File: config.mk
export PLATFORM = sky130hd
export DESIGN_NAME = xor_pipe_acc
export DESIGN_NICKNAME = d
export VERILOG_FILES = /design/src/rtl/xor_pipe_acc.sv
export SDC_FILE = /design/constraint.sdc
export NUM_CORES = 1
export LEC_CHECK = 0
export CELL_PAD_IN_SITES_DETAIL_PLACEMENT = 0
export CELL_PAD_IN_SITES_GLOBAL_PLACEMENT = 1
export CORE_UTILIZATION = 35
export CTS_CLUSTER_SIZE = 10
export DETAILED_ROUTE_END_ITERATION = 10
export PLACE_DENSITY = 0.82
export SETUP_SLACK_MARGIN = 0.02
export SYNTH_ARGS = -nofsm -noshare
export SYNTH_HDL_FRONTEND = slang
export SYNTH_SLANG_ARGS = --single-unit
File: constraint.sdc
create_clock -name clk -period 2.8 [get_ports clk]
set_input_delay 0.28 -clock clk [delete_from_list [all_inputs] [get_ports clk]]
set_output_delay 0.28 -clock clk [all_outputs]
set_load 0.01 [all_outputs]
File: src/rtl/xor_pipe_acc.sv
// Pipelined bitwise XOR with optional running XOR accumulation and registered parity.
// Elastic valid/ready stream through DEPTH register stages, strictly in order.
module xor_pipe_acc #(
   parameter int unsigned WIDTH = 8,
   parameter int unsigned DEPTH = 2
) (
   input  logic             clk,
   input  logic             rst_n,
   input  logic             in_valid,
   output logic             in_ready,
   input  logic [WIDTH-1:0] a,
   input  logic [WIDTH-1:0] b,
   input  logic             acc_en,
   input  logic             acc_clr,
   output logic             out_valid,
   input  logic             out_ready,
   output logic [WIDTH-1:0] c,
   output logic             parity
);

   logic [DEPTH-1:0] vld_q;
   logic [WIDTH-1:0] dat_q [DEPTH];
   logic             par_q;
   logic [WIDTH-1:0] acc_q;

   logic [DEPTH-1:0] free;
   logic [DEPTH-1:0] pred_v;
   logic [WIDTH-1:0] pred_d [DEPTH];
   logic [WIDTH-1:0] acc_eff;
   logic [WIDTH-1:0] result;
   logic             accept;

   // Unrolled ready chain: stage k is free when out_ready is high or any stage k..DEPTH-1 is empty.
   always_comb begin
      free = '0;
      for (int unsigned k = 0; k < DEPTH; k++) begin
         free[k] = out_ready || (((~vld_q) >> k) != '0);
      end
   end

   assign in_ready = free[0];
   assign accept   = in_valid && free[0];

   // Clear takes effect before the fold, so a clr+en beat yields plain a^b.
   assign acc_eff = acc_clr ? '0 : acc_q;
   assign result  = acc_en ? (a ^ b ^ acc_eff) : (a ^ b);

   always_comb begin
      pred_v    = '0;
      pred_v[0] = in_valid;
      pred_d[0] = result;
      for (int unsigned k = 1; k < DEPTH; k++) begin
         pred_v[k] = vld_q[k-1];
         pred_d[k] = dat_q[k-1];
      end
   end

   always_ff @(posedge clk or negedge rst_n) begin
      if (!rst_n) begin
         vld_q <= '0;
         for (int unsigned k = 0; k < DEPTH; k++) begin
            dat_q[k] <= '0;
         end
      end else begin
         for (int unsigned k = 0; k < DEPTH; k++) begin
            if (free[k]) begin
               vld_q[k] <= pred_v[k];
               if (pred_v[k]) begin
                  dat_q[k] <= pred_d[k];
               end
            end
         end
      end
   end

   always_ff @(posedge clk or negedge rst_n) begin
      if (!rst_n) begin
         par_q <= 1'b0;
      end else if (free[DEPTH-1] && pred_v[DEPTH-1]) begin
         par_q <= ^pred_d[DEPTH-1];
      end
   end

   always_ff @(posedge clk or negedge rst_n) begin
      if (!rst_n) begin
         acc_q <= '0;
      end else if (accept && acc_en) begin
         acc_q <= result;
      end else if (acc_clr) begin
         acc_q <= '0;
      end
   end

   assign out_valid = vld_q[DEPTH-1];
   assign c         = dat_q[DEPTH-1];
   assign parity    = par_q;

endmodule

# ---- After elaboration in Yosys (flattened, before gate mapping)
# Cells that the tools add are included.
# W data, S select, Z words.
dict set report op_classes {
  muxes 3
  n_bitwise 3
  n_reduce_logical 9
}
# cell n
set ops {}
lappend ops {{$mux W8} 3}
lappend ops {{$xor A8 B8 Y8} 2}
lappend ops {{$reduce_xor A8 Y1} 1}
lappend ops {{$reduce_and A2 Y1} 2}
lappend ops {{$logic_and A1 B1 Y1} 3}
lappend ops {{$logic_or A1 B1 Y1} 2}
lappend ops {{$not A2 Y2} 1}
lappend ops {{$reduce_bool A2 Y1} 1}
dict set report word_totals {
  ff_bits 27
  output_inout_bits 11
}

# ---- Logic depth before layout (Yosys ltp)
# Gate-level depths: netlist of the first run.
dict set report depth {
  depth_word 6
  mapped_depth 5
  ltp_nobuf 4
}

# ---- Least setup slack after synthesis of the first run
# OpenSTA, ideal clock, no wires.
dict set report synth_timing {
  path_type {register to register}
  startpoint {reg vld_q[1]}
  endpoint {reg acc_q[0]}
  setup_ns 0.123
  arrival_ns 1.018
  setup_slack_ns 1.659
  path_stages_with_launch 5
  path_buffers 0
  synth_period_minus_slack_ns 1.141
  cell_sequence {dfrtp_1 > nand3b_1 > nand3_2 > nor2_1 > xnor2_1}
}
dict set report synth_between {
  elab_chain_cells 6
}
# element line_no
set synth_lines {}
lappend synth_lines {{start: declaration} 21} ;# logic [DEPTH-1:0] vld_q;
lappend synth_lines {{start signal: indexed assignment} 67} ;# vld_q[k] <= pred_v[k];
lappend synth_lines {{$not A2 Y2} 37} ;# free[k] = out_ready || (((~vld_q) >> k) != '0);
lappend synth_lines {{$reduce_bool A2 Y1} 37}
lappend synth_lines {{$logic_or A1 B1 Y1} 37}
lappend synth_lines {{named net in_ready} 10} ;# output logic in_ready,
lappend synth_lines {{$logic_and A1 B1 Y1} 42} ;# assign accept = in_valid && free[0];
lappend synth_lines {{$logic_and A1 B1 Y1} 87} ;# end else if (accept && acc_en) begin
lappend synth_lines {{$mux W8} 87}
lappend synth_lines {{end signal: assignment} 88} ;# acc_q <= result;
lappend synth_lines {{end: declaration} 24} ;# logic [WIDTH-1:0] acc_q;
# The timed path passes the listed nets, and every way through them passes these cells.
# A chain may end at the register's enable or synchronous reset.

# ---- Worst setup path after layout of the first run
dict set report layout_timing {
  startpoint {in out_ready}
  endpoint {out in_ready}
}
dict set report layout_between {
  elab_chain_cells 1
}
# element line_no
set layout_lines {}
lappend layout_lines {{start: declaration} 16} ;# input logic out_ready,
lappend layout_lines {{$logic_or A1 B1 Y1} 37}
lappend layout_lines {{end: declaration} 10}
# No other way between the ends.

==> results of run 1 <==
==> cell families (layout without fill, tap and decap cells) <==
kind of cell / Yosys count / in the layout / share of synthesized area [%]
buffers and inverters: 9 / 37 / 5.25
muxes: 8 / 8 / 6.63
AOI/OAI and AO/OA: 9 / 9 / 3.31
xor gates and xnor gates: 31 / 31 / 20.0
and+or+nand+nor: 41 / 41 / 15.1
DFF: 27 / 27 / 49.7
==> flip-flops by register name, indices dropped and copies added, names as in the netlist <==
name / flops
vld_q: 2
acc_q: 8
c: 8
parity: 1
dat_q: 8
==> worst min-delay path by stage <==
stage          endpoint  slack, ns  depth (start not counted)
3_5_place_dp     parity       0.48                          2
2_1_floorplan  acc_q[0]      -0.02                          0
4_1_cts        acc_q[2]       0.39                          2
3_3_place_gp     parity       0.47                          2
6_report       acc_q[5]       0.37                          2
5_1_grt        acc_q[5]       0.40                          2
==> placed cells by master (no fill, tap or decap), drive strengths merged <==
cell type,synthesis,final
buf,9,1
clkbuf,0,3
clkdlybuf4s50,0,32
clkinv,0,1
dfrtp,27,27
mux2,8,8
nand2,18,18
nand2b,11,11
nand3,1,1
nand3b,2,2
nor2,8,8
nor2b,1,1
o21ai,9,9
xnor2,31,31
==> worst max-delay path, stage by stage <==
cell and delay (ns):
clkdlybuf4s50_1 0.46, nand3b_1 0.19, clkdlybuf4s50_1 0.57
==> layer usage <==
| metal | global-route usage [%] | part of all wire, % |
|---|---|---|
| met3 | 2.14 | 3.9 |
| met4 | 5.00 | 1.8 |
| met2 | 17.5 | 48 |
| met5 | 0 | 0 |
| met1 | 14.0 | 46 |
==> where the power goes <==
part / internal [mW] / total, mW / switching (mW)
combinational: 0.211 / 0.340 / 0.130
sequential: 0.468 / 0.515 / 0.0475
clock: 0.0998 / 0.218 / 0.119
==> area by class of cell <==
class	instances	area, sq um
Fill cell	376	1970
Sequential cell	27	676
Multi-Input combinational cell	89	612
Timing Repair Buffer	33	328
Tap cell	48	60.1
Clock buffer	3	41.3
Clock inverter	1	5.00
==> qor.yml, run 1 <==
critical_path:
  r2r-end: "acc_q[4]"
  worstReg2RegStart: "vld_q[0]"
  rrSetupSlack_ns: 1.62
  critPathLaunch: "out_ready"
  cp.required_ns: 2.52
  endpoint: "in_ready"
  crit_fanout: 4
  critPathCaptureType: "output port"
  reg2reg_depth: 4
  critPathArrivalTime_ns: 1.50
  start_kind: "primary input"
  critPathKind: "primary input to output port"
yosys:
  syn_inst: 125
  async_flop_share_pct: 100
  synth_seq_cells: 27
  synth_common_cells: "xnor2_1 (31), dfrtp_1 (27), nand2_1 (16), nand2b_1 (11)"
  syn_area_per_cell_sq_um: 10.9
  synth_edf_count: 0
  synth.area.top_cells: "dfrtp_1 (50%), xnor2_1 (20%), mux2_2 (6.6%)"
  yosys_most_used_dff: "dfrtp_1"
  yosys.cell_types.count: 14
  syn_nets: 147
  yosys.area.top_type_share_pct: 49.7
  netlist_area_sq_um: 1360
  yosysSeqAreaShare_pct: 49.7
  synth_most_common_cell: "xnor2_1"
  yosys_warnings: 0
  synth_area_leader_cell: "dfrtp_1"
routing:
  dr.first_iter.drc_count: 17
  drcViolationCount: 0
  num_vias: 857
  wl_per_cell_um: 9.79
  drt_wl_total_um: 1970
  drtPass1Iterations: 2
  routed_via_density: 4.26
  antenna_left: 0
power:
  power.total_mw: 1.07
  p_per_area_nw_per_um2: 624
  p_leak_nw: 0.680
  vdd_ir_drop_max_uv: 184
global_routing:
  grt_usage_pct: 10.9
  grt_max_degree: 28
  grt_pass1_wl_um: 3510
  grt_pass1_vias: 822
  grt_antenna_before_repair: 0
  grt.overflow.total: 0
final_layout:
  final_cells: 201
  antenna_cells: 0
  utilization_pct: 46.7
  drive_above_1_share_pct: 11.1
  final_nets: 176
  final_cell_area_sq_um: 1720
  area_delta_synth_final_pct: 26.7
sta:
  rsz0062_at_grt: "no"
  finalSetupTns_ns: 0
  timing.final.ws_setup_ns: 1.02
  fin_worst_skew_ns: 0.00589
  tightest_slew_ns: 0.341
  setup_violations: 0
  hold_ws_ns: 0.371
  hold_viol: 0
  min_period_over_period_pct: 63.6
  slew_headroom_pct: 77.3
  timing.final.crit_period_ns: 1.78
  maxSlewViolCount: 0
  fmax_ghz: 0.562
die:
  start_util_pct: 36.8
  die_w_um: 64.3
  die_h_um: 64.3
  core_sq_um: 3690
  die_area_sq_um: 4140
  boundaryPins: 33
  rows: 22
clock_network:
  htreeDepth: 1
  clk_latency_ns: 0.28
  ctsHoldBuffers: 0
  cts_buffers: 3
  cts_tree: "built"
  cts_resized: 0
  cts_setup_buffers: 0
  cts_buffer_depth: 2
  clock_sinks: 27
  clock-root-buffer: "clkbuf_8"
  clkTransAtPathRegs_ns: 0.08
status:
  status: "finished, final reports clean"
placement:
  place_inst: 197
  dpl.hpwl_um: 1550
  dpl-instance-area_sq_um: 1680
  post-place-ws_ns: 1.02
  gp_congestion: 0.712
  port-buffer-count: 32
run:
  max_cap_viol_count: 0
worst_hold_path:
  hold_class: "primary input to asynchronous set/reset pin"
No activity file was read; power rests on OpenSTA's default activity.
==> run 2, diff against run 1 <==
clock period = 1.8 ns   (was 2.8 ns; I/O delays follow)
==> run 2 against run 1 <==
Count of clock-buffer cells in the layout up 1. Worst hold slack worse by 0.094 ns. Critical path depth down 1. Sequential power up 56%. Die area unchanged.
==> qor.yml, run 2 (same netlist as run 1, synthesis figures left out) <==
status:
  status: "finished, final reports clean"
final_layout:
  utilization_pct: 46.8
  layout_commonest_cell: "clkdlybuf4s50_1"
  ff_latch_area_sq_um: 676
  area_delta_synth_final_pct: 27.2
  layout_common_cells: "clkdlybuf4s50_1 (32), xnor2_1 (31), dfrtp_1 (27)"
  final_cells: 202
  drive_above_1_share_pct: 11.0
  antenna_cells: 0
  final_cell_area_sq_um: 1730
  fillers: 384
  final_nets: 177
  multi_input_area_sq_um: 612
critical_path:
  crit_fanout: 4
  cp.required_ns: 1.62
  path_cells: "nand3b_1 -> clkdlybuf4s50_1"
  cpPeakStageDelay_ns: 0.57
  start_kind: "register"
  critPathArrivalTime_ns: 1.43
  rrSetupSlack_ns: 0.60
  critPathCaptureType: "output port"
  critPathKind: "register to output port"
  cp_slowest_cell: "clkdlybuf4s50_1"
routing:
  num_vias: 883
  drt_wl_total_um: 2140
  drtPass1Iterations: 4
  dr.first_iter.drc_count: 14
  wl_per_cell_um: 10.6
  antenna_left: 0
  drcViolationCount: 0
  routed_via_density: 4.37
die:
  die_w_um: 64.3
  die_area_sq_um: 4140
  rows: 22
  start_util_pct: 36.8
  core_sq_um: 3690
  die_h_um: 64.3
  boundaryPins: 33
clock_network:
  clock-root-buffer: "clkbuf_8"
  htreeDepth: 1
  cts_buffers: 3
  clock_sinks: 27
  cts_setup_buffers: 0
  clkTransAtPathRegs_ns: 0.08
  ctsHoldBuffers: 0
  cts_tree: "built"
  cts_resized: 0
  cts_buffer_depth: 2
  clk_latency_ns: 0.27
sta:
  rsz0062_at_grt: "no"
  hold_viol: 0
  min_period_over_period_pct: 89.3
  tightest_slew_ns: 0.341
  timing.final.crit_period_ns: 1.61
  fmax_ghz: 0.622
  slew_headroom_pct: 77.3
  maxSlewViolCount: 0
  setup_violations: 0
  finalSetupTns_ns: 0
  fin_worst_skew_ns: 0.00310
  timing.final.ws_setup_ns: 0.193
placement:
  place_inst: 198
  port-buffer-count: 32
  dpl-instance-area_sq_um: 1680
  gp_congestion: 0.742
  dpl.hpwl_um: 1700
  post-place-ws_ns: 0.216
run:
  max_cap_viol_count: 0
power:
  vdd_ir_drop_max_uv: 318
  p_per_area_nw_per_um2: 969
  p_leak_nw: 0.682
global_routing:
  grt_usage_pct: 11.4
  grt_max_degree: 28
  grt_pass1_wl_um: 3620
  grt.overflow.total: 0
  grt_pass1_vias: 802
  grt_antenna_before_repair: 0
worst_hold_path:
  hold_class: "primary input to asynchronous set/reset pin"
run 2: layout make-up:
type	instances	area share [%]
multi-input cells	89	35.4
repair buffers	34	19.4
flip-flops and latches	27	39.1
clock buffers	4	2.61
well taps	48	3.48
run 2: path summary, 6_finish.rpt:
kind | from | endpoint | depth (start not counted)
min in group clk | parity | parity | 2
max in group asynchronous | rst_n | dat_q[14] | 2
worst max register to register | vld_q[0] | acc_q[5] | 4
worst min-delay path | rst_n | acc_q[4] | 2
worst min register to register | parity | parity | 2
worst max-delay path | vld_q[0] | in_ready | 2
run 2: metal layers:
metal,vias up,share of wire [%],global-route usage [%]
met4,0,1.3,4.17
met5,-,0,0
met2,26,49,19.5
li1,446,-,-
met3,4,4.3,1.61
met1,407,46,14.6
run 2: per-stage QoR:
| step | hold slack [ns] | total power, mW |
|---|---|---|
| 3_5_place_dp | 0.481 | 1.36 |
| 5_1_grt | 0.303 | 1.78 |
| 4_1_cts | 0.297 | 1.69 |
| 2_1_floorplan | -0.116 | 1.19 |
| 6_report | 0.277 | 1.67 |
| 3_3_place_gp | 0.468 | 1.34 |
run 2: power by group:
part | internal, mW | switching [mW] | total [mW] | leakage [nW]
logic | 0.329 | 0.207 | 0.536 | 0.323
clock network | 0.158 | 0.176 | 0.335 | 0.0228
registers | 0.727 | 0.0759 | 0.803 | 0.336
total | 1.21 | 0.459 | 1.67 | 0.682
run 2: worst max-delay path: cells and delay by family, from the launching register on:
kind,cells,cell delay (ns)
buffers and inverters,1,0.57
flip-flops,1,0.41
AND/OR/NAND/NOR,1,0.18
==> run 3, diff against run 2 <==
CELL_PAD_IN_SITES_DETAIL_PLACEMENT = 2   (was 0)
CELL_PAD_IN_SITES_GLOBAL_PLACEMENT = 2   (was 1)
CORE_UTILIZATION = 30   (was 35)
PLACE_DENSITY = 0.85   (was 0.82)
TNS_END_PERCENT = 50   (was not set)
==> run 3 against run 2 <==
Worst setup slack got worse by 0.034 ns. Die area grew 16%. Routed wire length rose by 37%. Sequential cell count unchanged. Sequential share of layout area decreased by 0.11 points. Total power rose by 1.6%.
==> qor.yml, run 3 (same netlist as run 1, synthesis figures left out) <==
global_routing:
  grt_max_degree: 28
  grt.overflow.total: 0
  grt_pass1_vias: 1105
  grt_pass1_wl_um: 5360
  grt_antenna_before_repair: 0
  grt_usage_pct: 14.2
status:
  status: "finished, final reports clean"
worst_hold_path:
  hold_class: "primary input to asynchronous set/reset pin"
routing:
  num_vias: 952
  met3_length_um: 75
  maxUsedRoutingLayer: "met4"
  m1WireLength_um: 1140
  dr.first_iter.drc_count: 31
  antenna_left: 0
  wl_met2_um: 1650
  routed_via_density: 4.62
  drcViolationCount: 0
  wl_per_cell_um: 14.2
  drtPass1Iterations: 3
  drt_wl_total_um: 2920
clock_network:
  ctsHoldBuffers: 0
  clock-root-buffer: "clkbuf_8"
  cts_buffers: 3
  cts_setup_buffers: 0
  clock_sinks: 27
  cts_resized: 0
  cts_buffer_depth: 2
  clk_latency_ns: 0.27
  cts_tree: "built"
  htreeDepth: 1
  clkTransAtPathRegs_ns: 0.09
critical_path:
  critPathArrivalTime_ns: 1.46
  path_cells: "clkdlybuf4s50_1 -> nand3b_1 -> clkdlybuf4s50_1"
  cp_slowest_cell: "clkdlybuf4s50_1"
  rrSetupSlack_ns: 0.57
  crit_top_cell: "clkdlybuf4s50_1"
  crit_fanout: 4
  cpPeakStageDelay_ns: 0.58
  worstReg2RegStart: "vld_q[1]"
  start_kind: "primary input"
  critPathCaptureType: "output port"
  cp.required_ns: 1.62
  reg2reg_depth: 4
  r2r-end: "acc_q[1]"
  critPathKind: "primary input to output port"
power:
  p_leak_nw: 0.682
  p_per_area_nw_per_um2: 981
  power.total_mw: 1.70
  vdd_ir_drop_max_uv: 307
placement:
  dpl.hpwl_um: 2280
  place_inst: 202
  dpl-instance-area_sq_um: 1690
  gp_congestion: 0.662
  port-buffer-count: 32
final_layout:
  final_cell_area_sq_um: 1730
  utilization_pct: 39.8
  antenna_cells: 0
  drive_above_1_share_pct: 11.0
  area_delta_synth_final_pct: 27.5
  fillers: 460
  layout_common_cells: "clkdlybuf4s50_1 (32), xnor2_1 (31), dfrtp_1 (27)"
  layout_commonest_cell: "clkdlybuf4s50_1"
  final_cells: 206
  final_nets: 177
sta:
  fin_worst_skew_ns: 0.00425
  hold_viol: 0
  fmax_ghz: 0.610
  finalSetupTns_ns: 0
  slew_headroom_pct: 77.0
  rsz0062_at_grt: "no"
  timing.final.crit_period_ns: 1.64
  maxSlewViolCount: 0
  setup_violations: 0
  tightest_slew_ns: 0.344
  min_period_over_period_pct: 91.1
die:
  core_sq_um: 4350
  start_util_pct: 31.2
  die_h_um: 69.3
  die_area_sq_um: 4800
  boundaryPins: 33
  die_w_um: 69.3
  rows: 24
run:
  max_cap_viol_count: 0
[run 3: cell counts in the layout (fill, tap and decap cells not counted)]
No cell type changed its count.
[run 3: area by class of cell]
cell class / instances / area [sq um] / share of cell area (%)
well taps: 52 / 65.1 / 3.75
repair buffers: 34 / 335 / 19.4
multi-input cells: 89 / 612 / 35.3
flip-flops and latches: 27 / 676 / 39.0
clock buffers: 4 / 45.0 / 2.60
[run 3: worst max path at each step]
stage               depth (start not counted)  startpoint        to
floorplan                                   4    vld_q[1]  acc_q[0]
finish                                      3   out_ready  in_ready
global placement                            3   out_ready  in_ready
CTS                                         2    vld_q[1]  in_ready
global route                                3   out_ready  in_ready
detailed placement                          3   out_ready  in_ready
[run 3: critical path: cells and delay by family]
family	cells	cell delay (ns)
buffers and inverters	2	1.07
AND/OR/NAND/NOR	1	0.21
[run 3: power breakdown]
part	internal (mW)	switching (mW)
clock	0.159	0.184
combinational	0.329	0.217
sequential	0.727	0.0838
total	1.22	0.485
[run 3: per-layer routing]
| layer | global-route usage [%] | up-vias |
|---|---|---|
| met2 | 26.2 | 22 |
| met5 | 0 | - |
| met1 | 16.4 | 478 |
| met4 | 6.80 | 0 |
| met3 | 1.31 | 4 |
| li1 | - | 448 |
[run 3: per-stage QoR]
step	hold slack (ns)	setup slack, ns
final	0.280	0.159
after detailed placement	0.495	0.158
after global routing	0.311	0.0869
after floorplan	-0.116	0.659
after global placement	0.467	0.215
after CTS	0.294	0.143
